[src/rtl/my_pulse_stretcher_pkg.sv]
// Shared constants for the pulse stretcher: FSM state encoding and the
// default 1 ms tick divider for a 100 MHz basys_clock.
package my_pulse_stretcher_pkg;

    typedef enum logic [1:0] {
        ST_IDLE = 2'd0,
        ST_ON   = 2'd1,
        ST_OFF  = 2'd2
    } state_t;

    localparam int DEFAULT_TICK_DIV = 99999;

endpackage

[src/rtl/my_tick_gen.sv]
// Millisecond tick divider: one-cycle strobe every TICK_DIV+1 cycles,
// realigned to phase zero by a synchronous restart.
module my_tick_gen
    import my_pulse_stretcher_pkg::*;
#(
    parameter int TICK_DIV = DEFAULT_TICK_DIV
) (
    input  logic basys_clock,
    input  logic reset,
    input  logic restart,
    output logic tick
);

    localparam int CNT_W = (TICK_DIV > 0) ? $clog2(TICK_DIV + 1) : 1;
    localparam logic [CNT_W-1:0] CNT_LAST = CNT_W'(TICK_DIV);

    logic [CNT_W-1:0] cnt_r;

    // divider counter, zeroed on restart so every state starts a fresh tick period
    always_ff @(posedge basys_clock or posedge reset) begin
        if (reset) begin
            cnt_r <= {CNT_W{1'b0}};
        end else if (restart || (cnt_r == CNT_LAST)) begin
            cnt_r <= {CNT_W{1'b0}};
        end else begin
            cnt_r <= cnt_r + {{(CNT_W-1){1'b0}}, 1'b1};
        end
    end

    assign tick = (cnt_r == CNT_LAST);

endmodule

[src/rtl/my_pulse_stretcher.sv]
// Stretches single-cycle events into ON_TICKS-long pulses separated by
// OFF_TICKS gaps, queueing overlapping events in a saturating counter.
module my_pulse_stretcher
    import my_pulse_stretcher_pkg::*;
#(
    parameter int TICK_DIV    = DEFAULT_TICK_DIV,
    parameter int ON_TICKS    = 200,
    parameter int OFF_TICKS   = 100,
    parameter int MAX_PENDING = 7,
    parameter int PEND_W      = 3
) (
    input  logic              basys_clock,
    input  logic              reset,
    input  logic              trigger,
    output logic              pulse_out,
    output logic              busy,
    output logic [PEND_W-1:0] pending_count,
    output logic              dropped
);

    localparam int DUR_MAX = (ON_TICKS > OFF_TICKS) ? ON_TICKS : OFF_TICKS;
    localparam int DUR_W   = (DUR_MAX > 1) ? $clog2(DUR_MAX) : 1;
    localparam logic [DUR_W-1:0]  ON_LAST   = DUR_W'(ON_TICKS - 1);
    localparam logic [DUR_W-1:0]  OFF_LAST  = DUR_W'(OFF_TICKS - 1);
    localparam logic [PEND_W-1:0] PEND_FULL = PEND_W'(MAX_PENDING);
    localparam logic [PEND_W-1:0] PEND_ONE  = PEND_W'(1);

    state_t            state_r;
    state_t            state_next_s;
    logic [DUR_W-1:0]  dur_r;
    logic [DUR_W-1:0]  dur_last_s;
    logic [PEND_W-1:0] pend_r;
    logic [PEND_W-1:0] pend_next_s;
    logic              pulse_r;
    logic              busy_r;
    logic              dropped_r;
    logic              dropped_s;
    logic              tick_s;
    logic              expire_s;
    logic              deq_s;
    logic              take_s;
    logic              queue_s;
    logic              restart_s;

    my_tick_gen #(
        .TICK_DIV (TICK_DIV)
    ) u_tick_gen (
        .basys_clock (basys_clock),
        .reset       (reset),
        .restart     (restart_s),
        .tick        (tick_s)
    );

    // next-state, queue bookkeeping and drop detection
    always_comb begin
        state_next_s = state_r;
        pend_next_s  = pend_r;
        dropped_s    = 1'b0;
        dur_last_s   = (state_r == ST_ON) ? ON_LAST : OFF_LAST;
        expire_s     = tick_s && (dur_r == dur_last_s) && (state_r != ST_IDLE);
        deq_s        = (state_r == ST_OFF) && expire_s && (pend_r != {PEND_W{1'b0}});
        // a trigger that starts a pulse directly never touches the queue
        take_s       = trigger && ((state_r == ST_IDLE) ||
                       ((state_r == ST_OFF) && expire_s && (pend_r == {PEND_W{1'b0}})));
        queue_s      = trigger && !take_s && (state_r != ST_IDLE);

        case (state_r)
            ST_IDLE: begin
                if (trigger) begin
                    state_next_s = ST_ON;
                end else begin
                    state_next_s = ST_IDLE;
                end
            end
            ST_ON: begin
                if (expire_s) begin
                    state_next_s = ST_OFF;
                end else begin
                    state_next_s = ST_ON;
                end
            end
            ST_OFF: begin
                if (expire_s && (deq_s || take_s)) begin
                    state_next_s = ST_ON;
                end else if (expire_s) begin
                    state_next_s = ST_IDLE;
                end else begin
                    state_next_s = ST_OFF;
                end
            end
            default: begin
                state_next_s = ST_IDLE;
            end
        endcase

        // a dequeue frees a slot, so a coincident trigger is never dropped
        if (deq_s && queue_s) begin
            pend_next_s = pend_r;
        end else if (deq_s) begin
            pend_next_s = pend_r - PEND_ONE;
        end else if (queue_s) begin
            if (pend_r < PEND_FULL) begin
                pend_next_s = pend_r + PEND_ONE;
            end else begin
                dropped_s = 1'b1;
            end
        end else begin
            pend_next_s = pend_r;
        end
    end

    assign restart_s = (state_next_s != state_r);

    // state, queue and registered outputs aligned to the same edge
    always_ff @(posedge basys_clock or posedge reset) begin
        if (reset) begin
            state_r   <= ST_IDLE;
            pend_r    <= {PEND_W{1'b0}};
            pulse_r   <= 1'b0;
            busy_r    <= 1'b0;
            dropped_r <= 1'b0;
        end else begin
            state_r   <= state_next_s;
            pend_r    <= pend_next_s;
            pulse_r   <= (state_next_s == ST_ON);
            busy_r    <= (state_next_s != ST_IDLE);
            dropped_r <= dropped_s;
        end
    end

    // duration counter counts ticks within the current state
    always_ff @(posedge basys_clock or posedge reset) begin
        if (reset) begin
            dur_r <= {DUR_W{1'b0}};
        end else if (restart_s) begin
            dur_r <= {DUR_W{1'b0}};
        end else if (tick_s && (state_r != ST_IDLE)) begin
            dur_r <= dur_r + {{(DUR_W-1){1'b0}}, 1'b1};
        end else begin
            dur_r <= dur_r;
        end
    end

    assign pulse_out     = pulse_r;
    assign busy          = busy_r;
    assign pending_count = pend_r;
    assign dropped       = dropped_r;

endmodule

[config.mk]
export PLATFORM = sky130hd
export DESIGN_NAME = my_pulse_stretcher
export DESIGN_NICKNAME = d
export VERILOG_FILES = /design/src/rtl/my_pulse_stretcher_pkg.sv /design/src/rtl/my_tick_gen.sv /design/src/rtl/my_pulse_stretcher.sv
export SDC_FILE = /design/constraint.sdc
export NUM_CORES = 1
export LEC_CHECK = 0
export ABC_CLOCK_PERIOD_IN_PS = 7740
export BUFFER_PORTS_ARGS = -buffer_cell sky130_fd_sc_hd__buf_4
export CORE_MARGIN = 2
export CORE_UTILIZATION = 45
export CTS_BUF_LIST = sky130_fd_sc_hd__clkbuf_4 sky130_fd_sc_hd__clkbuf_8 sky130_fd_sc_hd__clkbuf_16
export DETAILED_ROUTE_END_ITERATION = 6
export SYNTH_ARGS = -nofsm -noshare
export SYNTH_HDL_FRONTEND = slang
export SYNTH_HIERARCHICAL = 1
export SYNTH_SLANG_ARGS = --single-unit
export TNS_END_PERCENT = 5
[constraint.sdc]
create_clock -name basys_clock -period 7.74 [get_ports basys_clock]
set_clock_uncertainty 0.05 [all_clocks]
set_input_delay 0 -clock basys_clock [delete_from_list [all_inputs] [get_ports basys_clock]]
set_output_delay 0 -clock basys_clock [all_outputs]
set_load 0.005 [all_outputs]
==> run metrics, run 1 <==
status=completed; commonest non-fill, non-tap cells in the layout=33 x dfrtp_1, 32 x nor2_1, 16 x nand2_1, 12 x xnor2_1, 11 x nand3_1; CTS Buf Count=5; Port Buffers=8; ys async rst share=100%; Crit path required time=roughly 7.9 ns; Post CTS Setup Buffer Count=0; Pre-Repair DR Iteration Count=4; Post-CTS Resized=0; pre-CTS setup slack=4.49 ns; Die Ht=68.9 um; worst-path maximum fanout=7; Clk Latency, worst-skew pair=between 0.2 and 0.3 ns; Setup CP Type=reg -> reg; critical path launch point type=flop; final worst-path cycle share=42.7%; Die ar.=about 0.0047 mm2; vias=roughly 1.4k; Hold Path Class=in -> reg; GRT Resource Usage Total=17.5%; cell total after placement=251; Diodes inserted=0; Clock transition at path regs=~0.070 ns; largest net degree at the start of global routing=18; commonest non-fill, non-tap cell in the layout=dfrtp_1; #FFs+latches synth=33; gr ovfl total=0; worst-margin pin slew=0.680 ns; initial DRC count=122; Max Root-Sink Buffers=2; Area Growth Syn to Fin=9.64%; Pwr Total=between 400 and 500 uW; row count=23; Mapped Cells=200; leakage power=0.895 nW; Worst setup EP type=flop; Worst path slowest cell=fa_1; Avg Cell Area, Syn=9.47 um2; Clock Tree Root=clkbuf_8; relative slew slack=54.6%; vias in the first global route=1377; Max IR drop VDD=0.000107 V; crit path buf inv count=0; power per cell area=199 mW/mm2; Max-Cap Viols=0; global placement routability congestion=0.807; first-pass GRT wire length=6090 um; Starting Density=47.0%; CP top delay family=simple AND/OR/NAND/NOR gates; antenna violations before repair=0; Syn Std Cell Area=0.00189 mm2; DP HPWL=about 2600 um; final worst slack=around 4.4 ns; Worst Path Arrival=3.45 ns; RSZ-0062 raised after global routing=false; CTS H-tree lvls=2; Cell Count, Final, Fillers Out=260; EDFF count, synth=0; final core utilization=51.6%; final hold viol count=0; Tmin final=3.30 ns; mean routed wirelength per cell=roughly 14 um; DR vias/cell=5.50; Cell Area, Placed=between 0.0015 and 0.002 mm2; syn_nets=206; Pins Over Slew Limit=0; CTS sink count=33; I/O Pins=9; # DRC=0; Final Cell Area=between 0.002 and 0.0025 mm2; setup TNS=0 ns; Routed WL=roughly 3600 um; Ys Warns=6; Core Area=0.00403 mm2; Final #Nets=between 200 and 250; layout cell share with drive strength beyond 1=between 10% and 20%; WHS=0.0526 ns; sequential share of the synthesized area=43.6%; Final ANT Viol Nets=0; CTS tree=done; CP cell instances=ha_1 > nand3_1 > or2_2 > nor3_1 > o21a_4 > nand4_4 > nor3_4 > nand2_1 > fa_1 > nor2_1 > nor4b_1 > a31oi_1 > o22ai_1; Final setup viols=0; width of the die=68.9 um; Unique masters post-synth=49; achievable frequency=303 MHz; Main synth FF type=dfrtp_1; slowest stage delay, CP=around 0.48 ns
[routing by layer]
layer / up-vias / global-route usage [%] / part of all wire, %
met5: - / 0 / 0
met1: 695 / 20.3 / 43
met4: 0 / 5.88 / 1.1
met2: 19 / 31.0 / 53
met3: 5 / 4.87 / 3.6
li1: 712 / - / -
[tightest hold or removal path: stages]
cell and delay, ns:
buf_4 0.13, nor2_1 0.09, a21boi_1 0.12
[sequential cells by signal (all words and copies together), names as in the netlist]
register,cells
state_r,2
dur_r,8
busy,1
dropped,1
u_tick_gen/cnt_r,17
pulse_out,1
pending_count,3
[cell type report]
class	count	area (um2)
fillers	390	1950
multi-input cells	150	980
flip-flops and latches	33	826
clock buffers	7	96.3
repair buffers	9	70.1
well taps	50	62.6
inverters	10	37.5
clock inverters	1	5.00
[cell families (layout without fill, tap and decap cells)]
kind of cell	Yosys count	after routing	synth area share, %
adders and majority gates	3	3	2.38
AOI/OAI and AO/OA	26	26	9.97
xor gates and xnor gates	19	19	8.78
buffers and inverters	17	27	4.69
DFF	33	33	43.6
and+or+nand+nor	97	97	27.7
muxes	5	5	2.91
[Yosys cell counts (2+ instances only)]
cell type | count | area (um2)
a211oi_1 | 2 | 15.0
a21oi_1 | 9 | 45.0
and3_1 | 2 | 12.5
buf_2 | 2 | 10.0
buf_6 | 3 | 33.8
dfrtp_1 | 33 | 826
ha_1 | 2 | 25.0
inv_1 | 10 | 37.5
mux2i_1 | 4 | 40.0
nand2_1 | 16 | 60.1
nand2b_1 | 3 | 18.8
nand3_1 | 11 | 55.1
nand4_1 | 6 | 37.5
nor2_1 | 32 | 120
nor3_1 | 5 | 25.0
nor4_1 | 2 | 12.5
nor4b_1 | 2 | 17.5
o21ai_0 | 4 | 20.0
or3_1 | 5 | 31.3
xnor2_1 | 12 | 105
xor2_1 | 7 | 61.3
[where the power goes]
group / leakage, nW / switching [mW] / internal [mW] / total, mW
clock: 0.0542 / 0.0609 / 0.0803 / 0.141
sequential: 0.421 / 0.0132 / 0.182 / 0.195
combinational: 0.419 / 0.0416 / 0.0356 / 0.0772
[worst paths after layout]
check	startpoint	to	slack, ns	cells after the start
worst max-delay path	u_tick_gen/cnt_r[0]	pending_count[1]	4.44	13
worst min-delay path	trigger	busy	0.05	3
worst max register to register	u_tick_gen/cnt_r[0]	pending_count[1]	4.44	13
worst min register to register	u_tick_gen/cnt_r[0]	u_tick_gen/cnt_r[0]	0.44	1
max in group asynchronous	reset	u_tick_gen/cnt_r[8]	6.89	3
min in group asynchronous	reset	dur_r[4]	0.31	3
[repair_timing]
action / in CTS / in global routing
hold buffers: 1 / 0
endpoints found under the hold margin: 33 / 0
setup endpoints to repair: 0 / 0
(Power assumes the default switching activity.)
==> run 2, diff against run 1 <==
Settings changed: ABC_CLOCK_PERIOD_IN_PS 7740 to 3000.
Clock period 7.74 ns to 3 ns, I/O delays scaled along.
==> run 2 against run 1 <==
Against the previous run: total power rose by 150%; largest power group unchanged; largest cell class unchanged; sequential cell count did not move; die area did not move; critical path type unchanged; clock power rose by 120%; utilization rose by 3.6 points; non-clock buffer count rose by 18; fmax rose by 14%; combinational power rose to 2.8 times the previous value.
==> run metrics, run 2 (synthesized netlist as in run 1, its figures left out) <==
combinational group share of total power=21.2% (was 18.7%); antenna violations before repair=0 (unchanged); commonest non-fill, non-tap cells in the layout=33 x dfrtp_1, 32 x nor2_1, 26 x buf_4, 15 x nand2_1, 12 x xnor2_1 (was 33 x dfrtp_1, 32 x nor2_1, 16 x nand2_1, 12 x xnor2_1, 11 x nand3_1); Hold Path Class=in -> reg (unchanged); Worst Path Arrival=3.05 ns (was 3.45 ns); switching portion of total power=29.3% (was 28.0%); Starting Density=47.0% (unchanged); achievable frequency=347 MHz (was 303 MHz); Max Root-Sink Buffers=2 (unchanged); CTS Buf Count=5 (unchanged); vias in the first global route=1462 (was 1377); setup TNS=0 ns (unchanged); Pre-Repair DR Iteration Count=4 (unchanged); Cell Area, Placed=0.00206 mm2 (was 0.00197 mm2); Pins Over Slew Limit=0 (unchanged); worst-margin pin slew=0.648 ns (was 0.680 ns); critical path launch point type=flop (unchanged); relative slew slack=56.8% (was 54.6%); first-pass GRT wire length=6730 um (was 6090 um); Top Layer Used=met4 (unchanged); Die ar.=0.00474 mm2 (unchanged); Final Cell Area=0.00222 mm2 (was 0.00208 mm2); commonest non-fill, non-tap cell in the layout=dfrtp_1 (unchanged); met1 wire length=1640 um (was 1520 um); Hold EP=dropped (was busy); initial DRC count=134 (was 122); Crit path required time=3.16 ns (was 7.89 ns); Hold Path Cell Cnt=3 (unchanged); filler instances=362 (was 390); part of the power in registers=48.5% (was 47.1%); RSZ-0062 raised after global routing=true (was false); final hold viol count=0 (unchanged); DR WL met2=2050 um (was 1860 um); Core Area=0.00403 mm2 (unchanged); DR vias/cell=5.48 (was 5.50); Clk Latency, worst-skew pair=0.29 ns (was 0.28 ns); Clock Tree Root=clkbuf_8 (unchanged); CTS sink count=33 (unchanged); reg2reg path depth=11 (was 13); Final ANT Viol Nets=0 (unchanged); power per cell area=464 mW/mm2 (was 199 mW/mm2); final worst-path cycle share=96.2% (was 42.7%); Diodes inserted=0 (unchanged); Max-Cap Viols=0 (unchanged); Largest Register=u_tick_gen/cnt_r (unchanged); Area Growth Syn to Fin=17.4% (was 9.64%); Setup CP Type=reg -> reg (unchanged); layout cell share with drive strength beyond 1=21.2% (was 12.9%); Port Buffers=8 (unchanged); Final setup viols=0 (unchanged); leakage power=1.01 nW (was 0.895 nW); worst r2r src=u_tick_gen/cnt_r[5] (was u_tick_gen/cnt_r[0]); Die Ht=68.9 um (unchanged); row count=23 (unchanged); DP HPWL=2770 um (was 2560 um); CTS H-tree lvls=2 (unchanged); CTS tree=done (unchanged); worst-path maximum fanout=3 (was 7); gr ovfl total=0 (unchanged); Worst setup EP type=flop (unchanged); vias=1513 (was 1431); # DRC=0 (unchanged); max reg flops=17 (unchanged); largest net degree at the start of global routing=18 (unchanged); I/O Pins=9 (unchanged); r2r setup slk=0.11 ns (was 4.44 ns); Clk pwr share=30.3% (was 34.2%); global placement routability congestion=0.804 (was 0.807); Routed WL=3890 um (was 3550 um); Switching Power=302 uW (was 116 uW); Max IR drop VDD=0.000222 V (was 0.000107 V); status=completed (unchanged); Final #Nets=233 (was 215); met3 routed wirelength=141 um (was 127 um); width of the die=68.9 um (unchanged); Reg-to-Reg End=pending_count[1] (unchanged); Clock transition at path regs=0.07 ns (about the same); Tmin final=2.89 ns (was 3.30 ns); Pwr Total=1.03 mW (was 413 uW); mean routed wirelength per cell=14.1 um (was 13.7 um); cell-internal power=730 uW (was 297 uW); GRT Resource Usage Total=19.4% (was 17.5%); Hold Crit Start=trigger (unchanged)
==> run 2: layout make-up <==
cell class                 count  area [um2]  share of cell area, %
inverter                      10        37.5                   1.69
timing repair buffer          27         205                   9.23
clock inverter                 1        5.00                  0.225
multi-input combinational    150        1020                   45.8
sequential                    33         826                   37.1
tap                           50        62.6                   2.81
clock buffer                   5        68.8                   3.10
==> run 2: critical path, stage by stage (launching register included) <==
cell	delay [ns]
dfrtp_1	0.39
or4b_4	0.58
nor3_4	0.18
o21a_4	0.16
nand4_4	0.11
nor3_4	0.15
nand2_2	0.08
fa_1	0.52
nor2_1	0.15
nor4b_4	0.20
a31oi_1	0.07
o22ai_1	0.18
==> run 2: how the worst max path moves through the flow <==
stage / startpoint / to / slack (ns) / cells after the start
finish: u_tick_gen/cnt_r[5] / pending_count[1] / 0.11 / 11
global route: u_tick_gen/cnt_r[5] / pending_count[1] / -0.08 / 11
CTS: u_tick_gen/cnt_r[0] / pending_count[1] / 0.02 / 13
detailed placement: u_tick_gen/cnt_r[13] / pending_count[1] / -0.05 / 12
global placement: u_tick_gen/cnt_r[14] / pending_count[1] / 0.16 / 11
floorplan: u_tick_gen/cnt_r[0] / pending_count[1] / 0.001 / 14
==> run 2: power groups by stage <==
stage	sequential (mW)	combinational [mW]	clock, mW
4_1_cts	0.499	0.197	0.320
2_1_floorplan	0.504	0.130	0
3_5_place_dp	0.507	0.195	0
5_1_grt	0.503	0.247	0.343
6_report	0.501	0.219	0.313
3_3_place_gp	0.508	0.189	0
==> run 2: layer usage <==
layer,up-vias,global-route usage (%)
li1,744,-
met1,729,23.7
met2,34,33.5
met3,6,3.90
met4,0,7.35
met5,-,0
==> run 2: what timing repair did <==
action                                  in CTS  in global routing
hold buffers                                 1                  0
pin swaps                                    1                  9
endpoints found under the setup margin       1                  2
gates cloned                                 0                  0
buffers inserted                             1                  5
hold endpoints to repair                    33                  0
gates resized for setup                      1                  6
==> run 2: stage by stage <==
step	std cells	hold slack [ns]	util [%]	setup slack [ns]
after global routing	276	0.0681	55.2	-0.0810
final	276	0.0427	55.2	0.114
after global placement	263	0.0770	51.0	0.155
after floorplan	200	-0.136	-	0.00133
after CTS	271	0.0341	53.4	0.0220
after detailed placement	263	0.0842	51.0	-0.0500
